**src/rtl/regfile_pkg.sv**
```systemverilog
// Shared types and constants for the register-file writeback front end.
package regfile_pkg;

  localparam int unsigned ADDRESS_WIDTH = 5;
  localparam int unsigned DATA_WIDTH    = 32;

  typedef logic [ADDRESS_WIDTH-1:0] reg_idx_t;
  typedef logic [DATA_WIDTH-1:0]    reg_data_t;

  // One pending register write: destination index plus data.
  typedef struct packed {
    reg_idx_t  addr;
    reg_data_t data;
  } wb_req_t;

  localparam reg_idx_t REG_ZERO = '0;

endpackage

```
**src/rtl/wb_fifo.sv**
```systemverilog
// Synchronous FIFO of writeback requests.
// Ports: clk, rst_n (async active-low), push/push_data (enqueue),
//        pop (dequeue head), head (current oldest entry), count (occupancy).
module wb_fifo
  import regfile_pkg::wb_req_t;
#(
  parameter int unsigned DEPTH = 4
) (
  input  logic                       clk,
  input  logic                       rst_n,
  input  logic                       push,
  input  wb_req_t                    push_data,
  input  logic                       pop,
  output wb_req_t                    head,
  output logic [$clog2(DEPTH):0]     count
);

  localparam int unsigned PW = $clog2(DEPTH);
  localparam int unsigned CW = PW + 1;

  wb_req_t       mem [DEPTH];
  logic [PW-1:0] wr_ptr;
  logic [PW-1:0] rd_ptr;
  logic          push_ok;
  logic          pop_ok;

  // Guard against overflow/underflow even if the caller misbehaves.
  assign push_ok = push && (count < CW'(DEPTH));
  assign pop_ok  = pop && (count != '0);
  assign head    = mem[rd_ptr];

  // Storage is not reset; validity is tracked by the pointers and count.
  always_ff @(posedge clk) begin
    if (push_ok) mem[wr_ptr] <= push_data;
  end

  // Pointers wrap naturally since DEPTH is a power of two.
  always_ff @(posedge clk or negedge rst_n) begin
    if (!rst_n) begin
      wr_ptr <= '0;
      rd_ptr <= '0;
      count  <= '0;
    end else begin
      if (push_ok) wr_ptr <= wr_ptr + PW'(1);
      if (pop_ok)  rd_ptr <= rd_ptr + PW'(1);
      case ({push_ok, pop_ok})
        2'b10:   count <= count + CW'(1);
        2'b01:   count <= count - CW'(1);
        default: count <= count;
      endcase
    end
  end

endmodule

```
**src/rtl/regfile_wb_queue.sv**
```systemverilog
// Merges execute (A) and load (B) writebacks onto the single register-file
// write port. A has strict priority; B is buffered in a FIFO. A pending-load
// scoreboard (busy) tracks registers awaiting load writeback.
// Ports: clk, rst_n; a_valid/a_addr/a_data (source A); b_issue/b_issue_addr
//        (mark load pending); b_valid/b_ready/b_addr/b_data (source B);
//        we3/ad3/wd3 (registered write port); busy (pending mask);
//        fifo_count (B buffer occupancy).
module regfile_wb_queue
  import regfile_pkg::wb_req_t;
  import regfile_pkg::REG_ZERO;
#(
  parameter int unsigned ADDRESS_WIDTH = 5,
  parameter int unsigned DATA_WIDTH    = 32,
  parameter int unsigned FIFO_DEPTH    = 4
) (
  input  logic                          clk,
  input  logic                          rst_n,
  input  logic                          a_valid,
  input  logic [ADDRESS_WIDTH-1:0]      a_addr,
  input  logic [DATA_WIDTH-1:0]         a_data,
  input  logic                          b_issue,
  input  logic [ADDRESS_WIDTH-1:0]      b_issue_addr,
  input  logic                          b_valid,
  output logic                          b_ready,
  input  logic [ADDRESS_WIDTH-1:0]      b_addr,
  input  logic [DATA_WIDTH-1:0]         b_data,
  output logic                          we3,
  output logic [ADDRESS_WIDTH-1:0]      ad3,
  output logic [DATA_WIDTH-1:0]         wd3,
  output logic [2**ADDRESS_WIDTH-1:0]   busy,
  output logic [$clog2(FIFO_DEPTH):0]   fifo_count
);

  localparam int unsigned NREG = 2**ADDRESS_WIDTH;
  localparam int unsigned CW   = $clog2(FIFO_DEPTH) + 1;

  wb_req_t           push_req;
  wb_req_t           head;
  logic              push;
  logic              pop;
  logic [NREG-1:0]   busy_next;

  assign push_req = '{addr: b_addr, data: b_data};

  // Ready comes from registered occupancy only, so a full FIFO stays
  // non-ready in the cycle it dequeues.
  assign b_ready = (fifo_count < CW'(FIFO_DEPTH));
  assign push    = b_valid && b_ready;
  assign pop     = !a_valid && (fifo_count != '0);

  wb_fifo #(
    .DEPTH (FIFO_DEPTH)
  ) u_fifo (
    .clk       (clk),
    .rst_n     (rst_n),
    .push      (push),
    .push_data (push_req),
    .pop       (pop),
    .head      (head),
    .count     (fifo_count)
  );

  // Write-port register: x0 writes are selected (and dequeued) but not enabled.
  always_ff @(posedge clk or negedge rst_n) begin
    if (!rst_n) begin
      we3 <= 1'b0;
      ad3 <= '0;
      wd3 <= '0;
    end else if (a_valid) begin
      we3 <= (a_addr != REG_ZERO);
      ad3 <= a_addr;
      wd3 <= a_data;
    end else if (pop) begin
      we3 <= (head.addr != REG_ZERO);
      ad3 <= head.addr;
      wd3 <= head.data;
    end else begin
      we3 <= 1'b0;
    end
  end

  // Scoreboard update; the set is applied last so it wins a same-bit collision.
  always_comb begin
    busy_next = busy;
    if (pop) busy_next[head.addr] = 1'b0;
    if (b_issue && (b_issue_addr != REG_ZERO)) busy_next[b_issue_addr] = 1'b1;
  end

  always_ff @(posedge clk or negedge rst_n) begin
    if (!rst_n) busy <= '0;
    else        busy <= busy_next;
  end

endmodule
```
**config.mk**
```make
export PLATFORM = sky130hd
export DESIGN_NAME = regfile_wb_queue
export DESIGN_NICKNAME = d
export VERILOG_FILES = /design/src/rtl/regfile_pkg.sv /design/src/rtl/wb_fifo.sv /design/src/rtl/regfile_wb_queue.sv
export SDC_FILE = /design/constraint.sdc
export NUM_CORES = 1
export LEC_CHECK = 0
export CAP_MARGIN = 20
export CORE_MARGIN = 3
export CORE_UTILIZATION = 56
export DETAILED_ROUTE_END_ITERATION = 8
export PLACE_DENSITY_LB_ADDON = 0.08
export RECOVER_POWER = 100
export SETUP_SLACK_MARGIN = 0.2
export SYNTH_ARGS = -nofsm -noshare
export SYNTH_HDL_FRONTEND = slang
export SYNTH_SLANG_ARGS = --single-unit
```
**constraint.sdc**
```tcl
create_clock -name clk -period 4.6 [get_ports clk]
set_clock_uncertainty 0.05 [all_clocks]
set_input_delay 1.38 -clock clk [delete_from_list [all_inputs] [get_ports clk]]
set_output_delay 1.38 -clock clk [all_outputs]
set_load 0.05 [all_outputs]
```
== After elaboration in Yosys (flattened, before gate mapping) ==
Memory sizes are Yosys's and may differ from the RTL's.
Index checks and enable logic that the tools add are counted.
W data, S select, Z words.
Operators by class
  add/sub/neg operators: 4
  magnitude comparators: 5
  equal/unequal tests: 2
  multiplexer cells: 15
  bitwise gates (word level): 3
  reduce and logical (&&, ||, !) cells: 14
Operator list (number)
  $mux W32: 4
  $and A32 B32 Y32: 1
  $not A32 Y32: 1
  $or A32 B32 Y32: 1
  $reduce_bool A5 Y1: 3
  $lt A5 B6 Y1 const B: 2
  $demux W1 S5: 2
  $ge A5 B1 Y1 const B: 2
  $mux W5: 2
  $logic_and A1 B1 Y1: 7
  $mux W1: 6
  $pmux W3 S2: 1
  $add A2 B1 Y2 const B: 2
  $reduce_bool A2 Y1: 2
  $add A3 B1 Y3 const B: 1
  $lt A3 B3 Y1 const B: 1
  $reduce_bool A3 Y1: 1
  $sub A3 B1 Y3 const B: 1
  $eq A2 B1 Y1 const B: 1
  $eq A2 B2 Y1 const B: 1
  $logic_not A1 Y1: 1
Storage, ports and cells
  flip-flop bits (word level): 77
  memory bits (writable): 148
  input port bits: 84
  output and inout bits: 74
  word-level logic and storage cells: 51
  memories: 1
Memories
  u_fifo.mem: words 4, width 37, read ports 1, clocked after memory_dff 0, write ports 1, RTL line wb_fifo.sv:21  | wb_req_t mem [DEPTH];

== Depth between registers and ports, before layout ==
Gate-level depths: netlist of the first run.
An unclocked memory read counts as a cell.
  depth in word-level cells: 10
  mapped depth: 9
  gate-level depth less buffers: 8

== Hierarchy ==
From an unflattened synthesis of the first run, not the netlist that was laid out.
Second synthesis, totals
  cells, all modules: 552
  area, all modules: 9026.2 um2
By module, submodules not included
  wb_fifo: times used 1, cells each 231, area each 5741.8 um2, seq. area each 4619.4 um2
  regfile_wb_queue: times used 1, cells each 321, area each 3284.4 um2, seq. area each 1751.7 um2

== Worst setup path after synthesis of the first run ==
OpenSTA, ideal clock, no wires.
  path kind: input port to flip-flop
  from: input port a_valid
  to: register u_fifo.count[2]
  setup time: 0.139 ns
  arrival time: 3.113 ns
  required time: 4.411 ns
  setup slack: 1.298 ns
  stages: 9
  buffers on the path: 2
  cell sequence: clkbuf_1 -> buf_2 -> nor2_1 -> ha_1 -> inv_1 -> fa_1 -> xor2_1 -> nor2_1 -> xnor2_1
Between the ends
  word-level cells in the longest chain between the ends: 5
  elaborated cells on any way between the ends: 7
  those cells by class: 2 x eq/ne; 1 x mux; 4 x reduce/logical
RTL lines
  from (decl): RTL line regfile_wb_queue.sv:18  | input logic a_valid,
  $logic_not A1 Y1 *: RTL line regfile_wb_queue.sv:49  | assign pop = !a_valid && (fifo_count != '0);
  $logic_and A1 B1 Y1 *: RTL line regfile_wb_queue.sv:49
  $logic_and A1 B1 Y1 *: RTL line wb_fifo.sv:29  | assign pop_ok = pop && (count != '0);
  named net u_fifo.pop_ok: RTL line wb_fifo.sv:25  | logic pop_ok;
  $eq A2 B1 Y1 / $eq A2 B2 Y1 (equally long branches): RTL line wb_fifo.sv:46  | case ({push_ok, pop_ok})
  $pmux W3 S2 / $reduce_bool A2 Y1 (equally long branches)
  to (signal assigned): RTL line wb_fifo.sv:47  | 2'b10: count <= count + CW'(1);
  to (signal assigned): RTL line wb_fifo.sv:48  | 2'b01: count <= count - CW'(1);
  to (signal assigned): RTL line wb_fifo.sv:49  | default: count <= count;
  to (decl): RTL line wb_fifo.sv:15  | output logic [$clog2(DEPTH):0] count
The timed path passes the listed nets; every way through them passes the cells marked *.
A chain may end at the register's enable or synchronous reset.

== Worst setup path in the final report of the first run ==
  from: input port b_valid
  to: memory u_fifo.mem[1][35] (netlist name) (enable)
Between the ends
  word-level cells in the longest chain between the ends: 4
RTL lines
  from (decl): RTL line regfile_wb_queue.sv:23  | input logic b_valid,
  $logic_and A1 B1 Y1: RTL line regfile_wb_queue.sv:48  | assign push = b_valid && b_ready;
  $logic_and A1 B1 Y1: RTL line wb_fifo.sv:28  | assign push_ok = push && (count < CW'(DEPTH));
  $mux W1: RTL line wb_fifo.sv:34  | if (push_ok) mem[wr_ptr] <= push_data;
  $mux W1 (implied by the code): RTL line wb_fifo.sv:34
  to (decl): RTL line wb_fifo.sv:21
No other way between the ends.

==> impl_metrics.json, run 1 <==
{
  "syn_nets": 645,
  "setup_viol": 0,
  "timing.hold.ws_ns": 0.4240,
  "clk_path_buf_depth": 3,
  "ys_seq_area_share_pct": 72.05,
  "start_util_pct": 57.74,
  "drt_iter0_markers": 386,
  "grt_max_degree": 78,
  "place_congestion": 0.7706,
  "powerDensity_nw_per_um2": 690.7,
  "end_kind": "flip-flop",
  "coreArea_um2": 15310,
  "die_area_um2": 17330,
  "drc_errors": 0,
  "synthDistinctLibCells": 32,
  "cts.sinks": 225,
  "crit_chain": "dlygate4sd3_1 > nor2b_1 > and2_0 > buf_12",
  "dp_cells": 906,
  "postCtsSetupBuffers": 0,
  "grt_usage_pct": 21.51,
  "vdd_drop_max_mv": 0.3686,
  "hold_violations": 0,
  "hold_class": "flip-flop to flip-flop",
  "fin_setup_tns_ns": 0,
  "tightest_slew_ns": 2.200,
  "synth_xor_area_share_pct": 0.5943,
  "power.leakage_nw": 4.246,
  "maxCapViolCount": 1,
  "clk_latency_ns": 0.49,
  "critPathMaxStageDelay_ns": 1.11,
  "vias": 5266,
  "slowest_stage": "and2_0",
  "crit_family": "simple AND/OR/NAND/NOR gates",
  "die_w_um": 131.7,
  "row_count": 45,
  "worstPathRequired_ns": 4.74,
  "cts_made_buffers": 23,
  "synthMuxAreaShare_pct": 13.05,
  "clk_pin_slew_ns": 0.06,
  "grt_overflow": 0,
  "yosys.area_share.adder_pct": 0.9339,
  "instances_no_fill": 949,
  "violations": "max-capacitance violations, max-slew violations",
  "drt-total-wl_mm": 18.26,
  "relSlewSlack_pct": -46.70,
  "portBuffers": 157,
  "drive_above_1_share_pct": 11.40,
  "critPathLaunchType": "primary input",
  "critPathBufInv": 2,
  "antenna_found_initial": 0,
  "vias_per_cell": 5.549,
  "crit_arrival_ns": 3.77,
  "synth_top_family_by_area": "multiplexers",
  "path_max_fanout": 21,
  "die_y_um": 131.7,
  "pin_count": 158,
  "status": "finished, violations left",
  "ys_warn_count": 0,
  "grt_pass1_wl_mm": 29.61,
  "syn_avg_cell_area_um2": 15.93,
  "wire_per_inst_um": 19.24,
  "drt_first_pass_iters": 5,
  "slew_viol_final": 40,
  "cts_resized": 0,
  "crit_type": "primary input to flip-flop",
  "ant_nets": 0,
  "yosys.area_share.simple_pct": 6.976,
  "rsz0062_at_grt": "no",
  "period_minus_slack_ns": 3.626,
  "max_freq_mhz": 275.8,
  "grt_pass1_vias": 5444,
  "postCtsHoldBufs": 0,
  "hpwl_mm": 11.98,
  "cts_tree": "built",
  "synth_compound_area_share_pct": 4.528,
  "min_period_over_period_pct": 78.82,
  "synth_cells": 555,
  "synth_area_um2": 8842,
  "areaGrowthSynthToFinish_pct": 29.08,
  "htreeDepth": 1,
  "synth-seq-cells": 225,
  "final_nets": 811,
  "cts_root_buffer": "clkbuf_16"
}
[worst min-delay path, stage by stage (launching register included)]
cell and delay (ns):
dfrtp_1 0.33, nand2_1 0.05, o21ai_0 0.06
[state kept, by name (all words and copies together), names as in the netlist]
| signal | cells |
|---|---|
| we3 | 1 |
| u_fifo.mem | 148 |
| u_fifo.count | 3 |
| u_fifo.rd_ptr | 2 |
| busy | 32 |
| ad3 | 5 |
| u_fifo.wr_ptr | 2 |
| wd3 | 32 |
[routing by layer]
metal	GRT usage [%]	vias up	wire, um	part of all wire, %
li1	-	2411	-	-
met1	30.03	2622	7591	42
met2	35.21	201	9101	50
met4	6.709	0	389	2.1
met5	0	-	0	0
met3	3.714	32	1176	6.4
[Yosys cell counts]
cell | instances | area share (%)
dfrtp_1 | 77 | 22
a222oi_1 | 5 | 0.57
xnor2_1 | 4 | 0.40
mux4_2 | 37 | 9.4
fa_1 | 1 | 0.23
o21a_1 | 1 | 0.085
nor2b_1 | 3 | 0.21
nor4_2 | 1 | 0.14
ha_1 | 5 | 0.71
clkbuf_1 | 10 | 0.42
nor3_1 | 3 | 0.17
or4b_1 | 2 | 0.23
edfxtp_1 | 148 | 50
nand3_1 | 1 | 0.057
buf_1 | 7 | 0.30
nand2b_1 | 3 | 0.21
buf_2 | 9 | 0.51
xor2_1 | 2 | 0.20
nor2_1 | 9 | 0.38
nand3b_1 | 3 | 0.25
o31ai_2 | 1 | 0.14
or4_1 | 2 | 0.17
nand4bb_1 | 1 | 0.13
and2_1 | 5 | 0.35
or3b_1 | 3 | 0.30
nand2_1 | 100 | 4.2
or3_4 | 1 | 0.13
o21ai_0 | 43 | 2.4
mux2i_1 | 32 | 3.6
o21ai_1 | 23 | 1.3
buf_6 | 1 | 0.13
inv_1 | 12 | 0.51
[final cells by class]
cell class,instances,area [um^2]
Inverter,12,45.04
Fill cell,993,3901
Clock buffer,31,655.6
Timing Repair Buffer,168,1640
Sequential cell,225,6372
Clock inverter,10,125.1
Multi-Input combinational cell,291,2308
Antenna cell,1,2.502
Tap cell,211,264.0
[placed cells by master, fill, tap and decap left out, types with 9 or more instances in the layout]
cell / synthesis / layout
mux2i_1: 32 / 32
o21ai_0: 43 / 66
dlygate4sd3_1: 0 / 112
dfrtp_1: 77 / 76
nand2_1: 100 / 100
edfxtp_1: 148 / 148
nor2_1: 9 / 9
clkdlybuf4s50_1: 0 / 43
clkbuf_1: 10 / 10
clkbuf_16: 0 / 23
inv_1: 12 / 12
mux4_2: 37 / 37
[kinds of logic after synthesis]
| group | Yosys count |
|---|---|
| compound gates | 73 |
| xor+xnor | 6 |
| fa+ha+maj | 6 |
| buf+inv | 39 |
| flops | 225 |
| mux | 69 |
| simple gates | 137 |
[worst paths after layout]
| kind | slack (ns) | endpoint | depth (start not counted) | startpoint |
|---|---|---|---|---|
| worst max-delay path | 0.97 | u_fifo.mem[1][35] | 4 | b_valid |
| worst max register to register | 1.43 | busy[8] | 4 | u_fifo.rd_ptr[0] |
| worst min-delay path | 0.42 | wd3[24] | 2 | wd3[24] |
| worst min register to register | 0.42 | wd3[24] | 2 | wd3[24] |
| min in group asynchronous | 1.48 | busy[7] | 1 | rst_n |
| max in group asynchronous | 1.75 | wd3[22] | 1 | rst_n |
[where the power goes]
part	switching, mW	total [mW]	internal [mW]
Sequential	0.350	3.04	2.68
Clock	0.727	1.89	1.16
Combinational	1.92	2.96	1.03
[through the flow]
stage | power (mW) | setup slack [ns] | cell area [um^2] | util, %
final | 7.883 | 0.9741 | 11410 | 74.53
after global placement | 6.133 | 0.9835 | 10650 | 69.57
after CTS | 8.116 | 1.279 | 11430 | 74.67
after global routing | 8.245 | 0.7881 | 11410 | 74.51
after floorplan | 5.102 | 1.298 | 8842 | -
after detailed placement | 6.222 | 0.9491 | 10650 | 69.57
(Power assumes the default switching activity.)
==> run 2: changes to the inputs <==
--- a/config.mk
+++ b/config.mk
@@ -7,7 +7,7 @@
 export LEC_CHECK = 0
 export CAP_MARGIN = 20
 export CORE_MARGIN = 3
-export CORE_UTILIZATION = 56
+export CORE_UTILIZATION = 47
 export DETAILED_ROUTE_END_ITERATION = 8
 export PLACE_DENSITY_LB_ADDON = 0.08
 export RECOVER_POWER = 100
==> constraint.sdc (replaced) <==
create_clock -name clk -period 3 [get_ports clk]
set_clock_uncertainty 0.05 [all_clocks]
set_input_delay 0.9 -clock clk [delete_from_list [all_inputs] [get_ports clk]]
set_output_delay 0.9 -clock clk [all_outputs]
set_load 0.05 [all_outputs]
==> impl_metrics.json, run 2 (synthesized netlist as in run 1, its figures left out) <==
{
  "setup_viol": 0,
  "diodes": 0,
  "grt_pass1_wl_mm": 29.66,
  "coreArea_um2": 18210,
  "p_seq_share_pct": 38.2,
  "vias_per_cell": 5.346,
  "whs_endpoint": "wd3[30]",
  "portBuffers": 157,
  "regMostFlops": "u_fifo.mem",
  "htreeDepth": 1,
  "rsz0062_at_grt": "no",
  "swShare_pct": 39.07,
  "drc_errors": 0,
  "clk_pin_slew_ns": 0.06,
  "die_w_um": 143.2,
  "fin_util_pct": 62.30,
  "met1_usage_pct": 26.39,
  "die_area_um2": 20490,
  "slowest_stage": "dlygate4sd3_1",
  "cts.sinks": 225,
  "relSlewSlack_pct": 16.09,
  "layout_commonest_cell": "edfxtp_1",
  "clkPwrFrac_pct": 22.0,
  "min_period_over_period_pct": 91.64,
  "hpwl_mm": 12.69,
  "seqCellArea_um2": 6372,
  "top_regs": "u_fifo.mem x148, busy x32, wd3 x32",
  "hp-start": "wd3[30]",
  "intPower_mw": 7.175,
  "clk_latency_ns": 0.51,
  "dp_cells": 934,
  "postCtsHoldBufs": 0,
  "critPathMaxStageDelay_ns": 0.89,
  "grt_max_degree": 70,
  "pwr-share-comb_pct": 39.8,
  "grt_usage_pct": 18.60,
  "crit_type": "flip-flop to primary output",
  "multi_input_area_um2": 2292,
  "postCtsSetupBuffers": 0,
  "vias": 5218,
  "hold-path-cell-count": 2,
  "cts_made_buffers": 23,
  "end_kind": "primary output",
  "ant_nets": 0,
  "period_minus_slack_ns": 2.749,
  "max_freq_mhz": 363.8,
  "place_worst_setup_slack_ns": 0.3697,
  "vdd_drop_max_mv": 0.5611,
  "instances_no_fill": 976,
  "grt_overflow": 0,
  "fin_setup_tns_ns": 0,
  "critPathBufInv": 1,
  "critPathLaunchType": "flip-flop",
  "pin_count": 158,
  "drive_above_1_share_pct": 11.91,
  "cts_tree": "built",
  "antenna_found_initial": 1,
  "busiest_layer": "met2",
  "path_max_fanout": 2,
  "mostFrequentLayoutCells": "edfxtp_1, dlygate4sd3_1, nand2_1, dfrtp_1, o21ai_0",
  "r2r-end": "we3",
  "worstPathRequired_ns": 2.05,
  "crit_arrival_ns": 1.80,
  "hold_violations": 0,
  "grtUsageMet2_pct": 30.46,
  "slew_viol_final": 0,
  "r2r_slack_ns": 0.55,
  "drt-total-wl_mm": 18.77,
  "place_congestion": 0.8250,
  "hold_class": "flip-flop to flip-flop",
  "switching_power_mw": 4.601,
  "reg2reg_depth": 5,
  "final_nets": 820,
  "power.leakage_nw": 4.235,
  "largest_reg_flops": 148,
  "fill_cells": 1324,
  "row_count": 49,
  "maxCapViolCount": 0,
  "start_util_pct": 48.56,
  "grt_util_met3_pct": 3.550,
  "clk_path_buf_depth": 3,
  "grt_pass1_vias": 5491,
  "crit_family": "buffers and inverters",
  "areaGrowthSynthToFinish_pct": 28.30,
  "crit_chain": "dlygate4sd3_1",
  "reg2reg_from": "u_fifo.rd_ptr[0]",
  "die_y_um": 143.2,
  "powerDensity_nw_per_um2": 1038,
  "status": "finished, final reports clean",
  "setup_slack_ns": 0.2509,
  "wire_per_inst_um": 19.23,
  "drt_first_pass_iters": 6,
  "timing.hold.ws_ns": 0.4225,
  "cts_root_buffer": "clkbuf_16",
  "drt_iter0_markers": 449,
  "tightest_slew_ns": 1.259
}
==> run 2: stage by stage <==
| stage | total power, mW | area [um^2] |
|---|---|---|
| floorplan | 7.825 | 8845 |
| global placement | 9.541 | 10800 |
| detailed placement | 9.647 | 10800 |
| CTS | 12.24 | 11480 |
| global route | 12.38 | 11340 |
| finish | 11.78 | 11340 |
==> run 2: power by group through the flow <==
stage                     registers, mW  logic, mW  clock network [mW]
final                              4.49       4.69                2.59
after global routing               4.59       5.00                2.79
after CTS                          4.54       5.06                2.65
after detailed placement           4.59       5.05                   0
after global placement             4.55       5.00                   0
after floorplan                    6.14       1.69                   0
==> run 2: worst max path at each step <==
stage	cells past startpoint	slack, ns	startpoint	to
5_1_grt	5	0.15	a_valid	wd3[15]
6_report	1	0.25	busy[15]	busy[15]
3_5_place_dp	9	0.37	b_valid	u_fifo.count[2]
2_1_floorplan	9	0.32	a_valid	u_fifo.count[2]
3_3_place_gp	9	0.40	b_valid	u_fifo.count[2]
4_1_cts	1	0.22	u_fifo.count[0]	fifo_count[0]
==> run 2: final cells by class <==
| type | instances | area share (%) |
|---|---|---|
| clock buffers | 32 | 5.548 |
| clock inverters | 10 | 0.4632 |
| inverters | 12 | 0.3970 |
| multi-input cells | 291 | 20.21 |
| flip-flops and latches | 225 | 56.17 |
| well taps | 229 | 2.526 |
| repair buffers | 177 | 14.69 |
==> run 2: metal layers <==
layer | vias up | wire length [um]
li1 | 2424 | -
met1 | 2598 | 8380
met2 | 174 | 8975
met3 | 20 | 1180
met4 | 2 | 224
met5 | - | 7
==> run 2: timing repair <==
| item | in CTS | in global routing |
|---|---|---|
| gates resized for setup | 1 | 1 |
| endpoints found under the setup margin | 1 | 1 |
| endpoints found under the hold margin | 0 | 0 |
